### src/rtl/tlm_fifo_pkg.sv
// Shared definitions for the tlm_fifo channel: per-cycle handshake operation
// kinds and pointer sizing.
package tlm_fifo_pkg;

   typedef enum logic [1:0] {
      OP_IDLE = 2'b00,
      OP_PUT  = 2'b01,
      OP_GET  = 2'b10,
      OP_BOTH = 2'b11
   } fifo_op_e;

   // A single-entry FIFO still needs a 1-bit pointer signal.
   function automatic int unsigned ptr_width(input int unsigned depth);
      return (depth > 1) ? $clog2(depth) : 1;
   endfunction

endpackage

### src/rtl/tlm_fifo_if.sv
// Put/get handshake bundle plus occupancy status for one tlm_fifo instance.
interface tlm_fifo_if #(
   parameter int WIDTH = 32,
   parameter int DEPTH = 3
);
   localparam int CW = $clog2(DEPTH + 1);

   logic             put_valid;
   logic             put_ready;
   logic [WIDTH-1:0] put_data;
   logic             get_valid;
   logic             get_ready;
   logic [WIDTH-1:0] get_data;
   logic [CW-1:0]    count;
   logic             full;
   logic             empty;

   modport slave (
      input  put_valid, put_data, get_ready,
      output put_ready, get_valid, get_data, count, full, empty
   );

   modport master (
      output put_valid, put_data, get_ready,
      input  put_ready, get_valid, get_data, count, full, empty
   );
endinterface

### src/rtl/tlm_fifo_ptr.sv
// Modulo-DEPTH wrap counter used for the FIFO read and write pointers.
module tlm_fifo_ptr
   import tlm_fifo_pkg::*;
#(
   parameter int DEPTH = 3,
   localparam int PW   = ptr_width(DEPTH)
) (
   input  logic          clk,
   input  logic          rst,
   input  logic          inc,
   output logic [PW-1:0] ptr
);

   logic [PW-1:0] r_ptr;

   // Explicit wrap so non-power-of-two depths never visit unused slots.
   always_ff @(posedge clk) begin
      if (rst) begin
         r_ptr <= '0;
      end else if (inc) begin
         r_ptr <= (r_ptr == PW'(DEPTH - 1)) ? '0 : r_ptr + 1'b1;
      end
   end

   assign ptr = r_ptr;

endmodule

### src/rtl/tlm_fifo.sv
// Bounded in-order transaction FIFO with put/get valid-ready handshakes,
// registered-state flags and one cycle of write-to-read latency.
module tlm_fifo
   import tlm_fifo_pkg::*;
#(
   parameter int WIDTH = 32,
   parameter int DEPTH = 3
) (
   input  logic     clk,
   input  logic     rst,
   tlm_fifo_if.slave bus
);

   localparam int PW = ptr_width(DEPTH);
   localparam int CW = $clog2(DEPTH + 1);

   logic [WIDTH-1:0] r_mem [DEPTH];
   logic [CW-1:0]    r_count;
   logic [PW-1:0]    w_wr_ptr;
   logic [PW-1:0]    w_rd_ptr;
   logic             w_full;
   logic             w_empty;
   logic             w_do_put;
   logic             w_do_get;
   fifo_op_e         w_op;

   assign w_full   = (r_count == CW'(DEPTH));
   assign w_empty  = (r_count == '0);
   assign w_do_put = bus.put_valid & ~w_full;
   assign w_do_get = bus.get_ready & ~w_empty;

   always_comb begin
      w_op = OP_IDLE;
      case ({w_do_get, w_do_put})
         2'b01:   w_op = OP_PUT;
         2'b10:   w_op = OP_GET;
         2'b11:   w_op = OP_BOTH;
         default: w_op = OP_IDLE;
      endcase
   end

   tlm_fifo_ptr #(.DEPTH(DEPTH)) u_wr_ptr (
      .clk (clk),
      .rst (rst),
      .inc (w_do_put),
      .ptr (w_wr_ptr)
   );

   tlm_fifo_ptr #(.DEPTH(DEPTH)) u_rd_ptr (
      .clk (clk),
      .rst (rst),
      .inc (w_do_get),
      .ptr (w_rd_ptr)
   );

   always_ff @(posedge clk) begin
      if (!rst && w_do_put) begin
         r_mem[w_wr_ptr] <= bus.put_data;
      end
   end

   always_ff @(posedge clk) begin
      if (rst) begin
         r_count <= '0;
      end else begin
         case (w_op)
            OP_PUT:  r_count <= r_count + 1'b1;
            OP_GET:  r_count <= r_count - 1'b1;
            default: r_count <= r_count;
         endcase
      end
   end

   assign bus.put_ready = ~w_full;
   assign bus.get_valid = ~w_empty;
   assign bus.get_data  = r_mem[w_rd_ptr];
   assign bus.count     = r_count;
   assign bus.full      = w_full;
   assign bus.empty     = w_empty;

   a_count_max: assert property (@(posedge clk) disable iff (rst)
      r_count <= CW'(DEPTH));
   a_no_write_full: assert property (@(posedge clk) disable iff (rst)
      w_full |-> !w_do_put);
   a_no_read_empty: assert property (@(posedge clk) disable iff (rst)
      w_empty |-> !w_do_get);

endmodule

### src/flat_wrapper.sv
// flat-port wrapper written by rule: the top's interface ports become plain ports
module tlm_fifo_flat import tlm_fifo_pkg::*;
#(
   parameter int WIDTH = 32,
   parameter int DEPTH = 3
)
  (clk, rst, bus_put_valid, bus_put_data, bus_get_ready, bus_put_ready, bus_get_valid, bus_get_data, bus_count, bus_full, bus_empty);
  tlm_fifo_if #(.WIDTH(WIDTH), .DEPTH(DEPTH)) bus_i ();
  input  logic clk;
  input  logic rst;
  input wire logic [$bits(bus_i.put_valid)-1:0] bus_put_valid;
  input wire logic [$bits(bus_i.put_data)-1:0] bus_put_data;
  input wire logic [$bits(bus_i.get_ready)-1:0] bus_get_ready;
  output wire logic [$bits(bus_i.put_ready)-1:0] bus_put_ready;
  output wire logic [$bits(bus_i.get_valid)-1:0] bus_get_valid;
  output wire logic [$bits(bus_i.get_data)-1:0] bus_get_data;
  output wire logic [$bits(bus_i.count)-1:0] bus_count;
  output wire logic [$bits(bus_i.full)-1:0] bus_full;
  output wire logic [$bits(bus_i.empty)-1:0] bus_empty;
  assign bus_i.put_valid = bus_put_valid;
  assign bus_i.put_data = bus_put_data;
  assign bus_i.get_ready = bus_get_ready;
  assign bus_put_ready = bus_i.put_ready;
  assign bus_get_valid = bus_i.get_valid;
  assign bus_get_data = bus_i.get_data;
  assign bus_count = bus_i.count;
  assign bus_full = bus_i.full;
  assign bus_empty = bus_i.empty;
  tlm_fifo #(.WIDTH(WIDTH), .DEPTH(DEPTH)) u_core (.clk(clk), .rst(rst), .bus(bus_i));
endmodule
### config.mk
export PLATFORM = sky130hd
export DESIGN_NAME = tlm_fifo_flat
export DESIGN_NICKNAME = d
export VERILOG_FILES = /design/src/rtl/tlm_fifo_pkg.sv /design/src/rtl/tlm_fifo_if.sv /design/src/rtl/tlm_fifo_ptr.sv /design/src/rtl/tlm_fifo.sv /design/src/flat_wrapper.sv
export SDC_FILE = /design/constraint.sdc
export NUM_CORES = 1
export LEC_CHECK = 0
export CORE_ASPECT_RATIO = 1.2
export CORE_MARGIN = 2
export CORE_UTILIZATION = 55
export CTS_CLUSTER_DIAMETER = 30
export DETAILED_ROUTE_END_ITERATION = 12
export PLACE_DENSITY = 0.89
export SYNTH_ARGS = -nofsm -noshare
export SYNTH_HDL_FRONTEND = slang
export SYNTH_SLANG_ARGS = --single-unit
### constraint.sdc
create_clock -name clk -period 10.6 [get_ports clk]
set_input_delay 2.12 -clock clk [delete_from_list [all_inputs] [get_ports clk]]
set_output_delay 2.12 -clock clk [all_outputs]
set_load 0.005 [all_outputs]
# --- After elaboration in Yosys (flattened, before gate mapping) ---
# Memories as Yosys holds them, arrays and structs flattened. A register that Yosys moved wholly into a read port is not among the register bits.
# Index checks and enable logic that the tools add are counted.
totals:
  in_bits: 36
  memories: 1
  ff_bits: 6
  out_inout_bits: 38
  ramBits: 96
  wordCells: 32
op_classes:
  addsub: 4
  muxes: 8
  n_eq_ne: 8
  bitwise: 4
  n_reduce_logical: 4
memory_table:
  columns: ["name", "words", "width", "read_ports", "rd_clocked_by_memory_dff", "wr", "line_no", "text"]
  rows:
  - ["u_core.r_mem", 3, 32, 1, 1, 1, "tlm_fifo.sv:17", "logic [WIDTH-1:0] r_mem [DEPTH];"]
op_table:
  columns: ["op", "count"]
  rows:
  - ["$eq 2x2->1 const B", 6]
  - ["$mux 2", 4]
  - ["$add 2x1->2 const B", 3]
  - ["$pmux 2 s3", 1]
  - ["$eq 2x1->1 const B", 2]
  - ["$pmux 2 s2", 1]
  - ["$and 1x1->1", 2]
  - ["$logic_not 2->1", 1]
  - ["$mux 1", 2]
  - ["$not 1->1", 2]
  - ["$reduce_bool 2->1", 1]
  - ["$sub 2x1->2 const B", 1]
  - ["$logic_and 1x1->1", 1]
  - ["$logic_not 1->1", 1]

# --- Logic depth before layout (Yosys ltp) ---
depth:
  ltp_word: 7
  depth_mapped: 6
  mapped_depth_nobuf: 6

# --- Hierarchy ---
# Synthesis repeated with hierarchy kept, for this count alone.
unflattened:
  hier_cells: 239
  area_unflattened_um2: 3844.9
modules_own_cells:
  columns: ["mod", "cells_per_inst", "instances", "area_each_um2", "seq_area_each_um2"]
  rows:
  - ["tlm_fifo", 223, 1, 3687.3, 2922.8]
  - ["tlm_fifo_ptr", 8, 2, 78.8, 40.0]

# --- Worst setup path before layout ---
# Ideal clock, no wire load.
synth_path:
  path_type: "input-to-reg"
  start: "input port bus_put_valid"
  end: "memory u_core.r_mem[2][0], enable pin"
  setup_ps: 468
  required_time_ps: 10132
  path_buffers: 0
  cell_stages: 3
  arrival_ps: 4985
  path_slack_ps: 5147
  path_cell_list: "a21boi_1 -> nand2b_1 -> nor3b_1"
synth_between:
  elab_chain_cells: 4
synth_rtl:
  columns: ["element", "line_no", "text"]
  rows:
  - ["start, declared", "flat_wrapper.sv:11", "input wire logic [$bits(bus_i.put_valid)-1:0] bus_put_valid;"]
  - ["$and 1x1->1", "tlm_fifo.sv:29", "assign w_do_put = bus.put_valid & ~w_full;"]
  - ["$logic_and 1x1->1", "tlm_fifo.sv:57", "if (!rst && w_do_put) begin"]
  - ["$mux 1", "tlm_fifo.sv:57", null]
  - ["$mux 1 (implied by the code)", "tlm_fifo.sv:58", "r_mem[w_wr_ptr] <= bus.put_data;"]
  - ["end, declared", "tlm_fifo.sv:17", null]
# Every way passes these cells.

==> results.tsv <==
metric	value	unit
Yosys top cell area share	74.5	%
first-pass GRT wire length	9740	um
WP data arrival	2410	ps
crit-path cells	mux2i_1 > o21ai_0 > clkdlybuf4s50_1	
Synth Area in XOR/XNOR	0.453	%
number of global-route vias before repair	2079	
Std-Cell Rows	33	
Worst-Skew Late Latency	360	ps
Critical Path End Type	output pin	
initial core utilization	56.8	%
most frequent cells in the layout	edfxtp_1 (96), clkdlybuf4s50_1 (73), nand2_1 (35)	
post-synthesis mux area share	8.79	%
Critical-path top delay cell	dfxtp_2	
Yosys top cell by area	edfxtp_1	
Net Sw Power	0.227	mW
Die Span Y	95.9	um
Synth Area per Inst	16.0	um2
GRT overflow	0	
vias per inst	5.30	
die area	7730	um2
Post-Synth Simple-Gate Area	5.24	%
initial antenna violation count	0	
largest family of logic cells by synthesized area	multiplexers	
Placeable Area	6810	um2
area delta synth->final	26.7	%
PostCTS Resize Cnt	0	
combinational power share	20.0	%
Final TNS setup	0	ps
Port Buffers	73	
share of cells above drive strength 1	6.83	%
Setup Skew	12.9	ps
Clock Sinks	104	
period utilisation layout	42.7	%
CTS Buf Count	9	
Synth Area in Compound Gates	4.98	%
Yosys warning count	0	
Setup CP Type	flop to output pin	
depth of the CTS H-tree	3	
largest cells by area after synthesis	edfxtp_1 (74%), mux2i_1 (8.8%), o21ai_0 (4.3%)	
CTS tree	built	
RSZ-0062 raised after global routing	no	
All-Layer GR Usage	17.5	%
CP Launch Type	flop	
total wire length	6550	um
Slew Viols, Final	0	
Post CTS Setup Buffer Count	0	
Pint	0.720	mW
Tightest Pin Transition	1060	ps
number of DRC markers in iteration 0	166	
Post-layout nets	354	
post-synthesis adder-cell area fraction	0.323	%
Detail Route Antenna Nets	0	
final setup fails	0	
Post-Syn Instances	242	
endpoints failing hold	0	
Yosys cell types	21	
I/O pin cnt	74	
CTS Root Cell	clkbuf_8	
Hold Crit Class	flop to flop	
Mapped Nets	279	
DIE WIDTH	80.6	um
CP required	8480	ps
Post-Syn Area	3870	um2
Switching Fraction	24.0	%
Seq cells post-synth	104	
status	finished, final reports clean	
most common cell after layout, fill and taps aside	edfxtp_1	
RePlAce Congestion	0.723	
dpl hpwl	4030	um
shortest period the worst path allows	4530	ps
peak per-stage delay on the critical path	1040	ps
max-cap violation count	0	
max frequency	221	MHz
Max-slew headroom	29.3	%
sequential share of power	53.9	%
leakage	1.57	nW
Fin Hold WS	492	ps
CP Max Fanout	32	
Worst-path clk slew	90	ps
average wire per standard cell	16.0	um
fill count	445	
routed via count	2169	
pwr/cell area	193	nW/um2
Hold Buf Count CTS	0	
# DRC	0	
largest net degree at the start of global routing	65	
sequential area share after synthesis	78.6	%
clk buf depth	2	
Max VDD drop	0.000128	V
clock group share of total power	26.1	%
Antenna Cells	0	
DRT Pass-1 Iters	4	
## cells in the mapped netlist
| master | instances |
|---|---|
| edfxtp_1 | 96 |
| nand2_1 | 35 |
| mux2i_1 | 34 |
| o21ai_0 | 33 |
| dfxtp_1 | 8 |
| clkbuf_1 | 7 |
| nor2_1 | 5 |
| buf_2 | 4 |
| inv_1 | 4 |
| a21oi_1 | 3 |
| nor2b_1 | 2 |
| or3_1 | 2 |
| a21boi_1 | 1 |
| ha_1 | 1 |
| nand2b_1 | 1 |
| nor3_1 | 1 |
| nor3b_1 | 1 |
| o21ai_1 | 1 |
| or3b_1 | 1 |
| xnor2_1 | 1 |
| xor2_1 | 1 |
## power by group through the flow
stage          Clock, mW  Combinational (mW)  Sequential, mW
4_1_cts            0.250               0.192           0.511
3_3_place_gp           0               0.186           0.518
6_report           0.247               0.189           0.510
2_1_floorplan          0              0.0975           0.493
5_1_grt            0.265               0.205           0.514
3_5_place_dp           0               0.190           0.520
## worst max-delay path: cells and delay by family (launching register included)
family	cells	cell delay [ps]
compound gates	1	260
flops	1	1040
buf+inv	1	560
mux	1	180
## state kept, by name, summed over array words and instances (netlist names), named ones only
| register | count |
|---|---|
| u_core.u_wr_ptr.ptr | 2 |
| u_core.bus.count | 2 |
| u_core.u_rd_ptr.ptr | 2 |
| u_core.r_mem | 96 |
## cell families after synthesis
logic type,after synthesis
DFF,104
and+or+nand+nor,48
muxes,34
xor gates and xnor gates,2
AOI/OAI and AO/OA,38
buffers and inverters,15
adders and majority gates,1
## metal layers
| layer | track usage (%) | vias to the layer above | share of wire (%) |
|---|---|---|---|
| met1 | 21.1 | 1048 | 42 |
| li1 | - | 1045 | - |
| met4 | 6.78 | 0 | 1.2 |
| met3 | 5.44 | 7 | 5.4 |
| met5 | 0 | - | 0 |
| met2 | 29.6 | 69 | 51 |
## metrics by stage
stage	instance area, um2	setup slack [ps]	util (%)	cells	total power, mW
6_report	4900	6070	72.0	409	0.947
5_1_grt	4900	5950	72.0	409	0.985
4_1_cts	4900	6050	72.0	409	0.952
3_5_place_dp	4700	5880	69.0	393	0.710
3_3_place_gp	4700	6010	69.0	393	0.704
2_1_floorplan	3870	5150	-	242	0.590
## path summary, 6_finish.rpt
check / from / endpoint / slack [ps] / cells after the start
worst min-delay path: u_core.u_rd_ptr.ptr[1]$_SDFFE_PP0N_ / flop / 490 / 2
worst max register to register: u_core.bus.count[0]$_SDFFE_PP0P_ / u_core.r_mem[2][22]$_DFFE_PP_ / 8120 / 4
worst min register to register: u_core.u_rd_ptr.ptr[1]$_SDFFE_PP0N_ / flop / 490 / 2
worst max-delay path: flop / bus_get_data[13] / 6070 / 3
## area by class of cell
type / instances / area, um2 / share of cell area [%]
flip-flops and latches: 104 / 3050 / 62.1
inverters: 4 / 15.0 / 0.306
multi-input cells: 123 / 783 / 16.0
repair buffers: 75 / 746 / 15.2
well taps: 87 / 109 / 2.22
clock buffers: 12 / 155 / 3.16
clock inverters: 4 / 51.3 / 1.05
(Power assumes the default switching activity.)
